--- src/rtl/picorv32_pcpi_lockstep.sv ---
// Lockstep dispatcher/checker: broadcasts one PCPI request to NUM_CH redundant coprocessors and
// compares their responses. Define PCPI_LOCKSTEP_WAIT_EXTEND_EN to let pcpi_wait extend the timeout.
module picorv32_pcpi_lockstep #(
  parameter int unsigned NUM_CH         = 2,
  parameter int unsigned TIMEOUT_CYCLES = 64,
  parameter int unsigned CNT_W          = 16
) (
  input  logic                     clk,
  input  logic                     resetn,
  input  logic                     req_valid,
  output logic                     req_ready,
  input  logic [31:0]              req_insn,
  input  logic [31:0]              req_rs1,
  input  logic [31:0]              req_rs2,
  output logic                     rsp_valid,
  input  logic                     rsp_ready,
  output logic                     rsp_wr,
  output logic [31:0]              rsp_rd,
  output logic                     rsp_mismatch,
  output logic                     rsp_timeout,
  output logic [NUM_CH-1:0]        pcpi_valid,
  output logic [31:0]              pcpi_insn,
  output logic [31:0]              pcpi_rs1,
  output logic [31:0]              pcpi_rs2,
  input  logic [NUM_CH-1:0]        pcpi_wr,
  input  logic [32*NUM_CH-1:0]     pcpi_rd,
  input  logic [NUM_CH-1:0]        pcpi_wait,
  input  logic [NUM_CH-1:0]        pcpi_ready,
  output logic [CNT_W-1:0]         err_count,
  output logic                     err_flag
);

  localparam int unsigned TW = $clog2(TIMEOUT_CYCLES + 1);

  typedef enum logic [1:0] {StIdle, StCollect, StResp} state_e;

  state_e                   state_q, state_d;
  logic [NUM_CH-1:0]        valid_q, valid_d;
  logic [NUM_CH-1:0]        done_q, done_d;
  logic [NUM_CH-1:0]        cap_wr_q, cap_wr_d;
  logic [NUM_CH-1:0][31:0]  cap_rd_q, cap_rd_d;
  logic                     pend_q, pend_d;
  logic [TW-1:0]            timer_q, timer_d;
  logic [31:0]              insn_q, insn_d, rs1_q, rs1_d, rs2_q, rs2_d;
  logic                     rsp_wr_q, rsp_wr_d, rsp_mm_q, rsp_mm_d, rsp_to_q, rsp_to_d;
  logic [31:0]              rsp_rd_q, rsp_rd_d;
  logic [CNT_W-1:0]         err_count_q, err_count_d;
  logic                     err_flag_q, err_flag_d;

  logic        ref_found, ref_wr, diff, wait_any;
  logic [31:0] ref_rd;

`ifndef PCPI_LOCKSTEP_WAIT_EXTEND_EN
  logic unused_wait;
  assign unused_wait = ^pcpi_wait;
`endif

  always_comb begin
    state_d     = state_q;
    valid_d     = valid_q;
    done_d      = done_q;
    cap_wr_d    = cap_wr_q;
    cap_rd_d    = cap_rd_q;
    pend_d      = pend_q;
    timer_d     = timer_q;
    insn_d      = insn_q;
    rs1_d       = rs1_q;
    rs2_d       = rs2_q;
    rsp_wr_d    = rsp_wr_q;
    rsp_rd_d    = rsp_rd_q;
    rsp_mm_d    = rsp_mm_q;
    rsp_to_d    = rsp_to_q;
    err_count_d = err_count_q;
    err_flag_d  = err_flag_q;
    ref_found   = 1'b0;
    ref_wr      = 1'b0;
    ref_rd      = '0;
    diff        = 1'b0;
    wait_any    = 1'b0;

    unique case (state_q)
      StIdle: begin
        if (req_valid) begin
          insn_d  = req_insn;
          rs1_d   = req_rs1;
          rs2_d   = req_rs2;
          valid_d = '1;
          done_d  = '0;
          pend_d  = 1'b0;
          timer_d = '0;
          state_d = StCollect;
        end
      end
      StCollect: begin
        for (int unsigned i = 0; i < NUM_CH; i++) begin
          if (pcpi_ready[i]) begin
            if (!done_q[i]) begin
              cap_wr_d[i] = pcpi_wr[i];
              cap_rd_d[i] = pcpi_rd[32*i +: 32];
              done_d[i]   = 1'b1;
              valid_d[i]  = 1'b0;
            end else if (pcpi_wr[i] != cap_wr_q[i] || pcpi_rd[32*i +: 32] != cap_rd_q[i]) begin
              // A channel that changes its answer on a repeat ready is unstable.
              pend_d = 1'b1;
            end
          end
`ifdef PCPI_LOCKSTEP_WAIT_EXTEND_EN
          if (!done_q[i] && pcpi_wait[i]) wait_any = 1'b1;
`endif
        end
        timer_d = wait_any ? '0 : timer_q + TW'(1);
        if (&done_d) begin
          rsp_to_d = 1'b0;
          state_d  = StResp;
        end else if (timer_d >= TW'(TIMEOUT_CYCLES)) begin
          valid_d  = '0;
          rsp_to_d = 1'b1;
          state_d  = StResp;
        end
        if (state_d == StResp) begin
          // Lowest-index done channel is the reference for the agreement check.
          for (int unsigned i = 0; i < NUM_CH; i++) begin
            if (done_d[i]) begin
              if (!ref_found) begin
                ref_found = 1'b1;
                ref_wr    = cap_wr_d[i];
                ref_rd    = cap_rd_d[i];
              end else if (cap_wr_d[i] != ref_wr || cap_rd_d[i] != ref_rd) begin
                diff = 1'b1;
              end
            end
          end
          rsp_mm_d = diff | pend_d;
          rsp_wr_d = done_d[0] ? cap_wr_d[0] : 1'b0;
          rsp_rd_d = done_d[0] ? cap_rd_d[0] : 32'd0;
        end
      end
      StResp: begin
        if (rsp_ready) begin
          state_d = StIdle;
          if (rsp_mm_q || rsp_to_q) begin
            err_flag_d = 1'b1;
            if (err_count_q != '1) err_count_d = err_count_q + CNT_W'(1);
          end
        end
      end
      default: state_d = StIdle;
    endcase
  end

  always_ff @(posedge clk or negedge resetn) begin
    if (!resetn) begin
      state_q     <= StIdle;
      valid_q     <= '0;
      done_q      <= '0;
      cap_wr_q    <= '0;
      cap_rd_q    <= '0;
      pend_q      <= 1'b0;
      timer_q     <= '0;
      insn_q      <= '0;
      rs1_q       <= '0;
      rs2_q       <= '0;
      rsp_wr_q    <= 1'b0;
      rsp_rd_q    <= '0;
      rsp_mm_q    <= 1'b0;
      rsp_to_q    <= 1'b0;
      err_count_q <= '0;
      err_flag_q  <= 1'b0;
    end else begin
      state_q     <= state_d;
      valid_q     <= valid_d;
      done_q      <= done_d;
      cap_wr_q    <= cap_wr_d;
      cap_rd_q    <= cap_rd_d;
      pend_q      <= pend_d;
      timer_q     <= timer_d;
      insn_q      <= insn_d;
      rs1_q       <= rs1_d;
      rs2_q       <= rs2_d;
      rsp_wr_q    <= rsp_wr_d;
      rsp_rd_q    <= rsp_rd_d;
      rsp_mm_q    <= rsp_mm_d;
      rsp_to_q    <= rsp_to_d;
      err_count_q <= err_count_d;
      err_flag_q  <= err_flag_d;
    end
  end

  assign req_ready    = (state_q == StIdle);
  assign rsp_valid    = (state_q == StResp);
  assign rsp_wr       = rsp_wr_q;
  assign rsp_rd       = rsp_rd_q;
  assign rsp_mismatch = rsp_mm_q;
  assign rsp_timeout  = rsp_to_q;
  assign pcpi_valid   = valid_q;
  assign pcpi_insn    = insn_q;
  assign pcpi_rs1     = rs1_q;
  assign pcpi_rs2     = rs2_q;
  assign err_count    = err_count_q;
  assign err_flag     = err_flag_q;

endmodule

--- config.mk ---
export PLATFORM = sky130hd
export DESIGN_NAME = picorv32_pcpi_lockstep
export DESIGN_NICKNAME = d
export VERILOG_FILES = /design/src/rtl/picorv32_pcpi_lockstep.sv
export SDC_FILE = /design/constraint.sdc
export NUM_CORES = 1
export LEC_CHECK = 0
export CORE_UTILIZATION = 47
export CTS_CLUSTER_DIAMETER = 40
export DETAILED_ROUTE_END_ITERATION = 16
export GPL_ROUTABILITY_DRIVEN = 0
export PLACE_DENSITY = 0.85
export SKIP_LAST_GASP = 1
export SLEW_MARGIN = 0
export SYNTH_ARGS = -nofsm -noshare
export SYNTH_HDL_FRONTEND = slang
export SYNTH_SLANG_ARGS = --single-unit
--- constraint.sdc ---
create_clock -name clk -period 2.25 [get_ports clk]
set_input_delay 0.225 -clock clk [delete_from_list [all_inputs] [get_ports clk]]
set_output_delay 0.225 -clock clk [all_outputs]
set_load 0.01 [all_outputs]
==> metrics.csv, run 1 <==
stage,metric,value,unit
status,outcome,completed,
synth,top-area cell type share of the netlist area,54.7,%
routing,via count,8960,
global_routing,GRT Total Usage,27.5,%
worst_hold_path,Hold Crit Endpoint,pcpi_insn[24]$_DFFE_PN0P_,
worst_setup_path,CP max stage cell,nor4_1,
synth,Post-Synth Simple-Gate Area,16.6,%
cts,CTS tree,built,
finish,synthesis-to-finish area growth,50.6,%
sta,Slew headroom,60.6,%
synth,"FF+latch count, synth",228,
worst_setup_path,Crit path top cell by count,nand4_1,
worst_setup_path,Setup crit end kind,register,
floorplanning,Die Width,151,um
worst_setup_path,"Cell Chain, Critical Path","xor2_1, nor4_1, nand4_1, nor4_2, nand4_1, a31oi_2, a31oi_1",
floorplanning,die height,151,um
pwr,Leak Pwr,7.08,nW
sta,final worst path period share,96.5,%
sta,minimum clock period,2.17,ns
pwr,VDD IR max,0.000738,V
sta,Worst Clk Skew,0.0213,ns
worst_hold_path,HP Class,input pin to register,
sta,number of setup violations in the final report,0,
synth,Post-Synth XOR/XNOR Area,9.57,%
floorplanning,core area,0.0218,mm2
cts,"CTS clk-pin slew, worst paths",0.06,ns
floorplanning,Die Area,0.0228,mm2
synth,"Avg Cell Area, Syn",10.4,um2
worst_setup_path,worst r2r dst,rsp_mismatch$_DFFE_PN0P_,
job,max-cap viol count,0,
floorplanning,I/O Pins,322,
sta,Final Max Slew Viols,0,
worst_setup_path,Worst EP arrival,2.54,ns
sta,final worst slack,0.0779,ns
worst_setup_path,CP Class,register to register,
routing,final wirelength,31.9,mm
worst_hold_path,WHS Path Cells,3,
synth,Synth cell types,41,
place,hpwl dp,23.5,mm
synth,"Seq/Total Area, Yosys",54.7,%
place,DP Area,0.0145,mm2
cts,clk sinks,228,
worst_setup_path,Crit Reg-Reg Startpoint,cap_rd_q[25]$_DFFE_PN0P_,
worst_setup_path,Register-to-Register Setup Slack,0.08,ns
cts,clk_lat worst skew,0.51,ns
routing,Remaining DRCs,0,
worst_hold_path,hold path startpoint,req_insn[24],
synth,Post-Synth Adder-Cell Area,0.240,%
cts,clock buffer count from CTS,34,
global_routing,global-route wire length before repair,47.6,mm
synth,Synth Area in Compound Gates,5.84,%
cts,CTS H-tree lvls,2,
sta,f_max,460,MHz
synth,"FFs w/ async S/R, synth",100,%
global_routing,initial antenna violation count,0,
finish,final std cells w/o fill,1706,
routing,wire per inst,18.7,um
finish,final instance area,0.0157,mm2
routing,DRT Pass-1 Iters,4,
floorplanning,num rows,54,
floorplanning,Starting Density,47.8,%
finish,nets@finish,1572,
synth,post-synthesis mux area share,10.4,%
routing,Routed Antenna Nets,0,
synth,syn_nets,1179,
routing,DR vias/cell,5.25,
synth,Area contributors post-synth,"dfrtp_1 55%, nand2_1 11%, mux2_2 7.1%",
synth,Yosys warning count,0,
pwr,Cell Pwr Density,1430,mW/mm2
sta,Worst-Margin Slew,0.591,ns
finish,share of cells above drive strength 1,15.9,%
worst_setup_path,Worst Reg2Reg Path Length in Cells,7,
routing,drt initial violations,397,
synth,Synth Instances,1007,
global_routing,largest net degree at the start of global routing,74,
sta,endpoints failing hold,0,
worst_setup_path,"Largest stage delay, worst path",0.45,ns
finish,Filler cells,1499,
synth,top_reg_cell synth,dfrtp_1,
synth,leading area contributor after synthesis,dfrtp_1,
cts,clk root buf,clkbuf_16,
global_routing,grt total ovfl,0,
worst_setup_path,Worst setup startpoint,cap_rd_q[25]$_DFFE_PN0P_,
synth,Mapped Area,0.0104,mm2
synth,"EDFF count, synth",0,
worst_setup_path,critical-path maximum fanout,3,
place,Placed Cells,1643,
worst_setup_path,Worst EP required,2.62,ns
global_routing,vias in the first global route,9032,
cts,Max clock buf depth,3,
place,Setup WS pre-CTS,-0.186,ns
synth,largest family of logic cells by synthesized area,simple AND/OR/NAND/NOR gates,
place,Buffers on Ports,319,
worst_setup_path,Worst Setup Start Kind,register,
## how the worst max path moves through the flow
stage	endpoint	slack, ns	cells past startpoint
after floorplan	err_count[13]$_DFFE_PN0P_	0.31	7
after global placement	rsp_mismatch$_DFFE_PN0P_	-0.16	9
after detailed placement	rsp_mismatch$_DFFE_PN0P_	-0.19	9
after CTS	rsp_mismatch$_DFFE_PN0P_	0.04	7
after global routing	rsp_mismatch$_DFFE_PN0P_	-0.01	8
final	rsp_mismatch$_DFFE_PN0P_	0.08	7
## metrics by stage
| step | total power, W | hold WS [ns] | utilization [%] | TNS (ns) |
|---|---|---|---|---|
| 3_3_place_gp | 0.0166 | 0.237 | 66.5 | -0.216 |
| 6_report | 0.0224 | 0.256 | 72.0 | 0 |
| 4_1_cts | 0.0225 | 0.240 | 71.9 | 0 |
| 3_5_place_dp | 0.0170 | 0.243 | 66.5 | -0.252 |
| 5_1_grt | 0.0237 | 0.248 | 72.0 | -0.0195 |
| 2_1_floorplan | 0.0121 | -0.0706 | - | 0 |
## cell usage after synthesis (3+ instances only)
cell	n
nand2_1	308
dfrtp_1	228
mux2_2	66
xnor2_1	57
xor2_1	57
nor2_1	47
a21oi_1	38
mux2i_1	34
a22oi_1	33
clkbuf_1	26
nand4_1	17
nand3_1	13
nor4_1	13
buf_2	12
o21ai_0	8
nor3_1	6
a21o_1	3
a31oi_1	3
and3_1	3
buf_12	3
buf_6	3
nor2b_1	3
## layout make-up
cell class                 instances  area, um2  share of cell area, %
antenna                            1       2.50                 0.0159
clock inverter                    20        189                   1.20
tap                              280        350                   2.23
multi-input combinational        729       4490                   28.6
inverter                           2       7.51                 0.0478
sequential                       228       5710                   36.3
timing repair buffer             405       3990                   25.4
clock buffer                      41        981                   6.24
## layer usage
layer	vias to the layer above	global-route usage, %	share of wire [%]	routed length (um)
met5	-	0	0	0
met4	0	11.4	3.5	1110
met3	84	6.60	7.4	2370
met2	367	47.2	50	16100
met1	4335	33.0	39	12300
li1	4174	-	-	-
## critical path, delay by kind of cell (launching register included)
| kind | cells | cell delay, ns |
|---|---|---|
| flip-flops | 1 | 0.41 |
| XOR/XNOR | 1 | 0.15 |
| AO/OA/AOI/OAI | 2 | 0.36 |
| AND/OR/NAND/NOR | 4 | 1.12 |
## cells in the final DEF (no fill, tap or decap), types with 3 or more instances in the layout
cell / count
buf_12: 11
a22oi_1: 33
nand3_1: 13
dfrtp_1: 228
clkinv_2: 6
a21o_1: 3
xnor2_1: 57
xor2_1: 57
nand4_1: 17
nor4_1: 12
clkbuf_16: 37
clkinv_4: 3
o21ai_0: 8
clkbuf_8: 4
a21oi_1: 37
nor3_1: 6
nand2_1: 307
clkdlybuf4s50_1: 318
mux2i_1: 34
and3_1: 3
buf_4: 73
nor2_1: 45
clkinvlp_4: 7
mux2_2: 66
## kinds of logic (layout without fill, tap and decap cells)
kind of cell               after synthesis  after routing
xor gates and xnor gates               114            114
other                                    0              1
muxes                                  100            100
DFF                                    228            228
buffers and inverters                   50            468
and+or+nand+nor                        419            419
AOI/OAI and AO/OA                       94             94
adders and majority gates                2              2
## flip-flops by register name, summed over array words and instances, names as in the netlist
signal and cells:
timer_q 7, rsp_mismatch 1, rsp_rd 32, pend_q 1, err_flag 1, pcpi_insn 32
pcpi_valid 2, done_q 2, cap_wr_q 2, err_count 16, rsp_wr 1, state_q 2
pcpi_rs1 32, cap_rd_q 64, pcpi_rs2 32, rsp_timeout 1
## repair_timing
| item | in CTS | in global routing |
|---|---|---|
| setup buffers | 0 | 0 |
| setup endpoints to repair | 0 | 2 |
| hold buffers | 1 | 0 |
| hold endpoints to repair | 67 | 0 |
| gates resized for setup | 0 | 3 |
## report_power, final
| group | switching [W] | leakage, nW | internal (W) |
|---|---|---|---|
| clock | 0.00195 | 0.560 | 0.00336 |
| combinational | 0.00453 | 3.75 | 0.00512 |
| sequential | 0.00144 | 2.78 | 0.00602 |
(Power assumes the default switching activity.)
==> run 2, diff against run 1 <==
- ABC_AREA: not set -> 1
- CORE_UTILIZATION: 47 -> 49
- GPL_ROUTABILITY_DRIVEN: 0 -> not set
- PLACE_DENSITY: 0.85 -> 0.87
- TNS_END_PERCENT: not set -> 1
==> run 2 against run 1 <==
Against the previous run: fmax increased by 3.1%; clock power increased by 21%; sequential power decreased by 4.0%; synthesized cell count increased by 50%; sequential share of layout area decreased by 2.2 points; wire length increased by 13%; area after synthesis increased by 9.7%; critical endpoint is now err_count[14]$_DFFE_PN0P_.
==> metrics.csv, run 2 <==
stage,metric,value,unit
pwr,sw power,0.00915,W
global_routing,GRT Total Usage,30.3,%
cts,Max clock buf depth,3,
sta,RSZ-0062 raised after global routing,yes,
routing,met3 routed WL,3.23,mm
synth,"FFs w/ async S/R, synth",100,%
worst_setup_path,Worst Setup Start Kind,register,
routing,drt initial violations,720,
synth,"Avg Cell Area, Syn",7.58,um2
synth,"EDFF count, synth",0,
sta,Final Max Slew Viols,0,
routing,DRT Pass-1 Iters,8,
worst_hold_path,HP Class,input pin to asynchronous set/reset pin,
worst_setup_path,critical-path maximum fanout,8,
synth,"FF+latch count, synth",228,
routing,met2 wire length,17.3,mm
synth,largest family of logic cells by synthesized area,simple AND/OR/NAND/NOR gates,
cts,clock buffer count from CTS,39,
floorplanning,num rows,55,
place,Buffers on Ports,319,
routing,via count,11400,
floorplanning,core area,0.0228,mm2
pwr,Cell Pwr Density,1440,mW/mm2
cts,"CTS clk-pin slew, worst paths",0.05,ns
pwr,Gate power share,43.5,%
synth,Area contributors post-synth,"dfrtp_1 50%, nand2_1 22%, o21ai_0 5.1%",
floorplanning,Die Width,155,um
worst_setup_path,Setup crit end,err_count[14]$_DFFE_PN0P_,
cts,clk sinks,228,
global_routing,global-route wire length before repair,57.7,mm
global_routing,largest net degree at the start of global routing,99,
finish,synthesis-to-finish area growth,45.9,%
synth,top_reg_cell synth,dfrtp_1,
place,Setup WS pre-CTS,-0.113,ns
finish,Biggest register,cap_rd_q,
worst_setup_path,Worst Reg2Reg Path Length in Cells,6,
worst_setup_path,Crit Reg-Reg Startpoint,state_q[1]$_DFFE_PN0P_,
pwr,Power Internal,0.0149,W
synth,leading area contributor after synthesis,dfrtp_1,
sta,number of setup violations in the final report,0,
synth,Yosys warning count,0,
routing,DRT met1 WL,13.7,mm
synth,post-synthesis mux area share,0,%
pwr,Reg power frac,29.8,%
routing,highest routed layer,met4,
place,RePlAce Congestion,0.898,
worst_setup_path,Worst setup startpoint,state_q[1]$_DFFE_PN0P_,
routing,Remaining DRCs,0,
job,max-cap viol count,0,
cts,CTS tree,built,
worst_setup_path,worst r2r dst,err_count[14]$_DFFE_PN0P_,
finish,most frequent cells in the layout,"682 x nand2_1, 318 x clkdlybuf4s50_1, 228 x dfrtp_1",
global_routing,initial antenna violation count,1,
finish,"most common cell after layout, fill and taps aside",nand2_1,
worst_setup_path,Register-to-Register Setup Slack,0.14,ns
pwr,clock power share,26.7,%
status,outcome,completed,
routing,wire per inst,16.4,um
sta,final worst path period share,93.7,%
sta,final worst slack,0.143,ns
sta,Slew headroom,60.5,%
worst_setup_path,CP Class,register to register,
routing,DR vias/cell,5.19,
synth,Post-Synth Adder-Cell Area,0.219,%
pwr,VDD IR max,0.000923,V
synth,Mapped Area,0.0114,mm2
sta,Worst-Margin Slew,0.588,ns
cts,clk root buf,clkbuf_16,
place,DP Area,0.0153,mm2
pwr,Switching Fraction,38.0,%
worst_setup_path,Worst EP arrival,2.51,ns
synth,most frequent cells after synthesis,"683 x nand2_1, 228 x dfrtp_1, 128 x inv_1",
routing,Routed Antenna Nets,0,
synth,Post-Synth XOR/XNOR Area,5.28,%
floorplanning,Die Area,0.0240,mm2
pwr,Leak Pwr,8.16,nW
global_routing,vias in the first global route,11500,
synth,most common cell in the netlist,nand2_1,
sta,Fin Setup TNS,0,ns
place,hpwl dp,24.6,mm
routing,final wirelength,35.9,mm
synth,syn_nets,1682,
floorplanning,Starting Density,50.3,%
finish,final instance area,0.0167,mm2
sta,f_max,475,MHz
sta,Worst Clk Skew,0.0313,ns
floorplanning,die height,155,um
finish,nets@finish,2020,
synth,top-area cell type share of the netlist area,49.8,%
synth,Synth Area in Compound Gates,7.88,%
worst_setup_path,Setup crit end kind,register,
pwr,"Power, Total",0.0240,W
finish,Filler cells,1500,
worst_setup_path,Worst EP required,2.65,ns
synth,Synth Instances,1510,
finish,share of cells above drive strength 1,7.83,%
global_routing,grt total ovfl,0,
finish,max FFs per register,64,
floorplanning,I/O Pins,322,
cts,clk_lat worst skew,0.53,ns
sta,minimum clock period,2.11,ns
synth,"Seq/Total Area, Yosys",49.8,%
cts,CTS H-tree lvls,2,
synth,Post-Synth Simple-Gate Area,29.5,%
sta,endpoints failing hold,0,
synth,Synth cell types,37,
==> run 2: cell count changes in the layout (fill, tap and decap cells not counted), sizes merged, moves of 34 or more <==
cell | previous run | this run
o21ai | 8 | 140
nand2 | 308 | 690
mux2i | 34 | 0
nand3 | 13 | 74
a21oi | 38 | 4
mux2 | 66 | 0
buf | 86 | 45
inv | 4 | 135
==> run 2: area by class of cell <==
type,instances,area (um2),share of cell area (%)
diodes,3,7.51,0.0449
clock buffers,47,1090,6.51
well taps,313,392,2.34
inverters,132,498,2.98
repair buffers,364,3750,22.5
multi-input cells,1083,4930,29.5
flip-flops and latches,228,5710,34.2
clock inverters,23,337,2.01
==> run 2: per-layer routing <==
metal,up-vias,track usage [%]
met3,122,7.44
met4,0,14.0
met2,552,51.2
met1,5306,36.8
li1,5394,-
met5,-,0
==> run 2: worst min path at each step <==
stage,end,depth (start not counted),start
CTS,cap_rd_q[19]$_DFFE_PN0P_,2,resetn
global placement,cap_rd_q[53]$_DFFE_PN0P_,1,resetn
global route,cap_rd_q[19]$_DFFE_PN0P_,2,resetn
finish,cap_rd_q[54]$_DFFE_PN0P_,2,resetn
floorplan,cap_rd_q[0]$_DFFE_PN0P_,0,resetn
detailed placement,cap_rd_q[53]$_DFFE_PN0P_,1,resetn
==> run 2: cell families after synthesis <==
| group | after synthesis |
|---|---|
| xor+xnor | 69 |
| simple gates | 848 |
| flops | 228 |
| compound gates | 164 |
| buf+inv | 199 |
| fa+ha+maj | 2 |
==> run 2: worst max-delay path, stage by stage (launching register included) <==
cell and delay, ns:
dfrtp_1 0.42, inv_1 0.10, nor3_1 0.43, nand2_2 0.23
nor4_2 0.49, nand3_1 0.18, xnor2_1 0.17
==> run 2: repair_timing <==
action,4_1_cts,5_1_grt
buffers inserted,0,0
resized for setup,0,4
hold endpoints to repair,219,0
endpoints found under the setup margin,0,3
hold buffers,1,0
==> run 2: power groups by stage <==
stage / logic, W / registers [W] / clock network (W)
after CTS: 0.0104 / 0.00715 / 0.00647
final: 0.0105 / 0.00716 / 0.00642
after detailed placement: 0.0103 / 0.00711 / 0
after global placement: 0.00992 / 0.00703 / 0
after floorplan: 0.00505 / 0.00748 / 0
after global routing: 0.0115 / 0.00737 / 0.00665
==> run 2: metrics by stage <==
| step | utilization [%] | hold WS, ns | instances |
|---|---|---|---|
| floorplan | - | -0.0706 | 1510 |
| global placement | 67.0 | 0.117 | 2119 |
| detailed placement | 67.0 | 0.121 | 2119 |
| CTS | 73.3 | 0.171 | 2190 |
| global route | 73.3 | 0.189 | 2191 |
| finish | 73.3 | 0.163 | 2193 |
==> run 3, diff against run 2 <==
- CORE_UTILIZATION: 49 -> 44
- PLACE_DENSITY: 0.87 -> 0.82
- REMOVE_ABC_BUFFERS: not set -> 1
- clock period: 2.25 -> 1.77 ns (I/O delays scaled with it)
==> run 3 against run 2 <==
Against the previous run: the run now ends with setup timing left; register-to-register slack worse by 0.43 ns; highest routed layer unchanged; design area rose by 3.8%; sequential power is 26% higher; global-route usage shrank 2.2 points; critical endpoint is now rsp_mismatch$_DFFE_PN0P_; worst setup slack worse by 0.43 ns; fmax up 2.4%; sequential cell count unchanged; hold slack worse by 0.0022 ns; via count is 2.8% higher.
==> metrics.csv, run 3 (same netlist as run 2, synthesis figures left out) <==
stage,metric,value,unit
status,outcome,"complete, but fails checks",
status,failing checks,setup timing,
routing,drt initial violations,1003,
place,Buffers on Ports,319,
floorplanning,core area,0.0253,mm2
routing,final wirelength,38.2,mm
pwr,Leak Pwr,8.50,nW
sta,Worst Clk Skew,0.0180,ns
sta,Final Max Slew Viols,0,
floorplanning,Starting Density,45.2,%
worst_setup_path,Worst EP required,2.18,ns
floorplanning,die height,163,um
pwr,Cell Pwr Density,1790,mW/mm2
floorplanning,Die Width,163,um
place,RePlAce Congestion,0.899,
finish,max FFs per register,64,
cts,clk_lat worst skew,0.52,ns
global_routing,grt total ovfl,0,
finish,Filler cells,1917,
routing,wire per inst,16.7,um
sta,final worst slack,-0.289,ns
job,max-cap viol count,0,
cts,clk sinks,228,
finish,most frequent cells in the layout,"673 x nand2_1, 318 x clkdlybuf4s50_1, 227 x dfrtp_1",
cts,CTS tree,built,
floorplanning,num rows,58,
routing,Routed Antenna Nets,0,
worst_setup_path,"CP delay by family, top",simple AND/OR/NAND/NOR gates,
sta,Worst-Margin Slew,0.403,ns
worst_setup_path,"Largest stage delay, worst path",0.45,ns
routing,via count,11700,
worst_setup_path,Worst Reg2Reg Path Length in Cells,14,
global_routing,global-route wire length before repair,58.8,mm
global_routing,vias in the first global route,11600,
sta,final worst path period share,116,%
worst_setup_path,Crit path buffers/inverters,2,
worst_setup_path,"Cell Chain, Critical Path","buf_6, nor2_8, buf_6, nand2_1, o21ai_2, nand2_1, nand2_1, nand2_1, nor2_2, nand2_1, nor2_2, nand3_2, nand2_2, a21oi_2",
pwr,"Power, Total",0.0311,W
sta,Slew headroom,73.1,%
floorplanning,I/O Pins,322,
cts,Max clock buf depth,3,
cts,"CTS clk-pin slew, worst paths",0.06,ns
worst_setup_path,CP max stage cell,dfrtp_2,
worst_setup_path,critical-path maximum fanout,6,
worst_setup_path,Crit path top cell by count,nand2_1,
floorplanning,Die Area,0.0267,mm2
sta,number of setup violations in the final report,39,
cts,clk root buf,clkbuf_16,
routing,Remaining DRCs,0,
sta,endpoints failing hold,0,
finish,synthesis-to-finish area growth,51.5,%
cts,CTS H-tree lvls,2,
cts,clock buffer count from CTS,37,
sta,minimum clock period,2.06,ns
worst_setup_path,CP Class,register to register,
routing,DRT Pass-1 Iters,5,
place,hpwl dp,26.8,mm
sta,hold_ws,0.161,ns
sta,f_max,486,MHz
finish,"most common cell after layout, fill and taps aside",nand2_1,
worst_setup_path,Worst Setup Start Kind,register,
global_routing,GRT Total Usage,28.2,%
worst_setup_path,Crit Reg-Reg Startpoint,done_q[0]$_DFFE_PN0P_,
global_routing,initial antenna violation count,11,
worst_setup_path,Register-to-Register Setup Slack,-0.29,ns
finish,nets@finish,2092,
worst_setup_path,Setup crit end kind,register,
worst_setup_path,Worst EP arrival,2.46,ns
pwr,VDD IR max,0.00116,V
routing,DR vias/cell,5.10,
worst_setup_path,worst r2r dst,rsp_mismatch$_DFFE_PN0P_,
global_routing,largest net degree at the start of global routing,68,
worst_hold_path,HP Class,input pin to asynchronous set/reset pin,
sta,RSZ-0062 raised after global routing,yes,
finish,Biggest register,cap_rd_q,
finish,share of cells above drive strength 1,12.5,%
run 3: changes by cell type in the layout (fill, tap and decap cells not counted), sizes merged:
| cell | change |
|---|---|
| bufinv | -3 |
| diode | +8 |
| clkinv | +1 |
| clkinvlp | -2 |
| inv | +5 |
| buf | +73 |
| clkbuf | -2 |
run 3: area by class of cell:
class | instances | area, um2 | area share (%)
Sequential cell | 228 | 5710 | 32.9
Multi-Input combinational cell | 1083 | 5030 | 29.0
Timing Repair Buffer | 438 | 4350 | 25.1
Clock buffer | 44 | 1020 | 5.91
Inverter | 132 | 499 | 2.88
Tap cell | 330 | 413 | 2.38
Clock inverter | 24 | 295 | 1.70
Antenna cell | 11 | 27.5 | 0.159
run 3: power by group:
group / switching (W) / internal, W / total [W]
sequential: 0.00155 / 0.00746 / 0.00901
clock: 0.00280 / 0.00483 / 0.00763
combinational: 0.00769 / 0.00679 / 0.0145
total: 0.0120 / 0.0191 / 0.0311
run 3: how the worst max path moves through the flow:
stage / depth (start not counted) / end / startpoint / slack [ns]
floorplan: 6 / timer_q[1]$_DFFE_PN0P_ / state_q[0]$_DFFE_PN0P_ / -3.08
global placement: 15 / rsp_mismatch$_DFFE_PN0P_ / pcpi_ready[0] / -0.57
detailed placement: 15 / rsp_mismatch$_DFFE_PN0P_ / pcpi_ready[0] / -0.67
CTS: 14 / rsp_mismatch$_DFFE_PN0P_ / done_q[0]$_DFFE_PN0P_ / -0.23
global route: 14 / rsp_mismatch$_DFFE_PN0P_ / done_q[0]$_DFFE_PN0P_ / -0.48
finish: 14 / rsp_mismatch$_DFFE_PN0P_ / done_q[0]$_DFFE_PN0P_ / -0.29
run 3: per-stage QoR:
stage | TNS [ns] | cells | cell area (um2) | worst slack [ns] | utilization (%)
5_1_grt | -10.23 | 2290 | 17300 | -0.477 | 68.5
3_3_place_gp | -6.41 | 2200 | 15700 | -0.571 | 62.1
3_5_place_dp | -7.70 | 2200 | 15700 | -0.675 | 62.1
2_1_floorplan | -484.29 | 1443 | 11100 | -3.08 | -
4_1_cts | -3.12 | 2272 | 17200 | -0.234 | 67.7
6_report | -3.00 | 2290 | 17300 | -0.289 | 68.5
run 3: per-layer routing:
layer	global-route usage, %	routed length, um
met1	32.8	14300
met2	48.3	18900
met3	4.95	2980
met4	16.7	2000
met5	0.379	0
run 3: what timing repair did:
item / in CTS / in global routing
cloned: 1 / 1
gates resized for setup: 12 / 31
pin swaps: 4 / 17
hold buffers: 1 / 0
endpoints found under the hold margin: 228 / 0
endpoints found under the setup margin: 38 / 46
buffers inserted: 2 / 7
run 3: worst reg2reg max path, cell delays in order, from the launching register on:
cell     delay (ns)
dfrtp_2        0.45
buf_6          0.15
nor2_8         0.22
buf_6          0.15
nand2_1        0.06
o21ai_2        0.08
nand2_1        0.10
nand2_1        0.08
nand2_1        0.08
nor2_2         0.12
nand2_1        0.08
nor2_2         0.13
nand3_2        0.10
nand2_2        0.09
a21oi_2        0.05
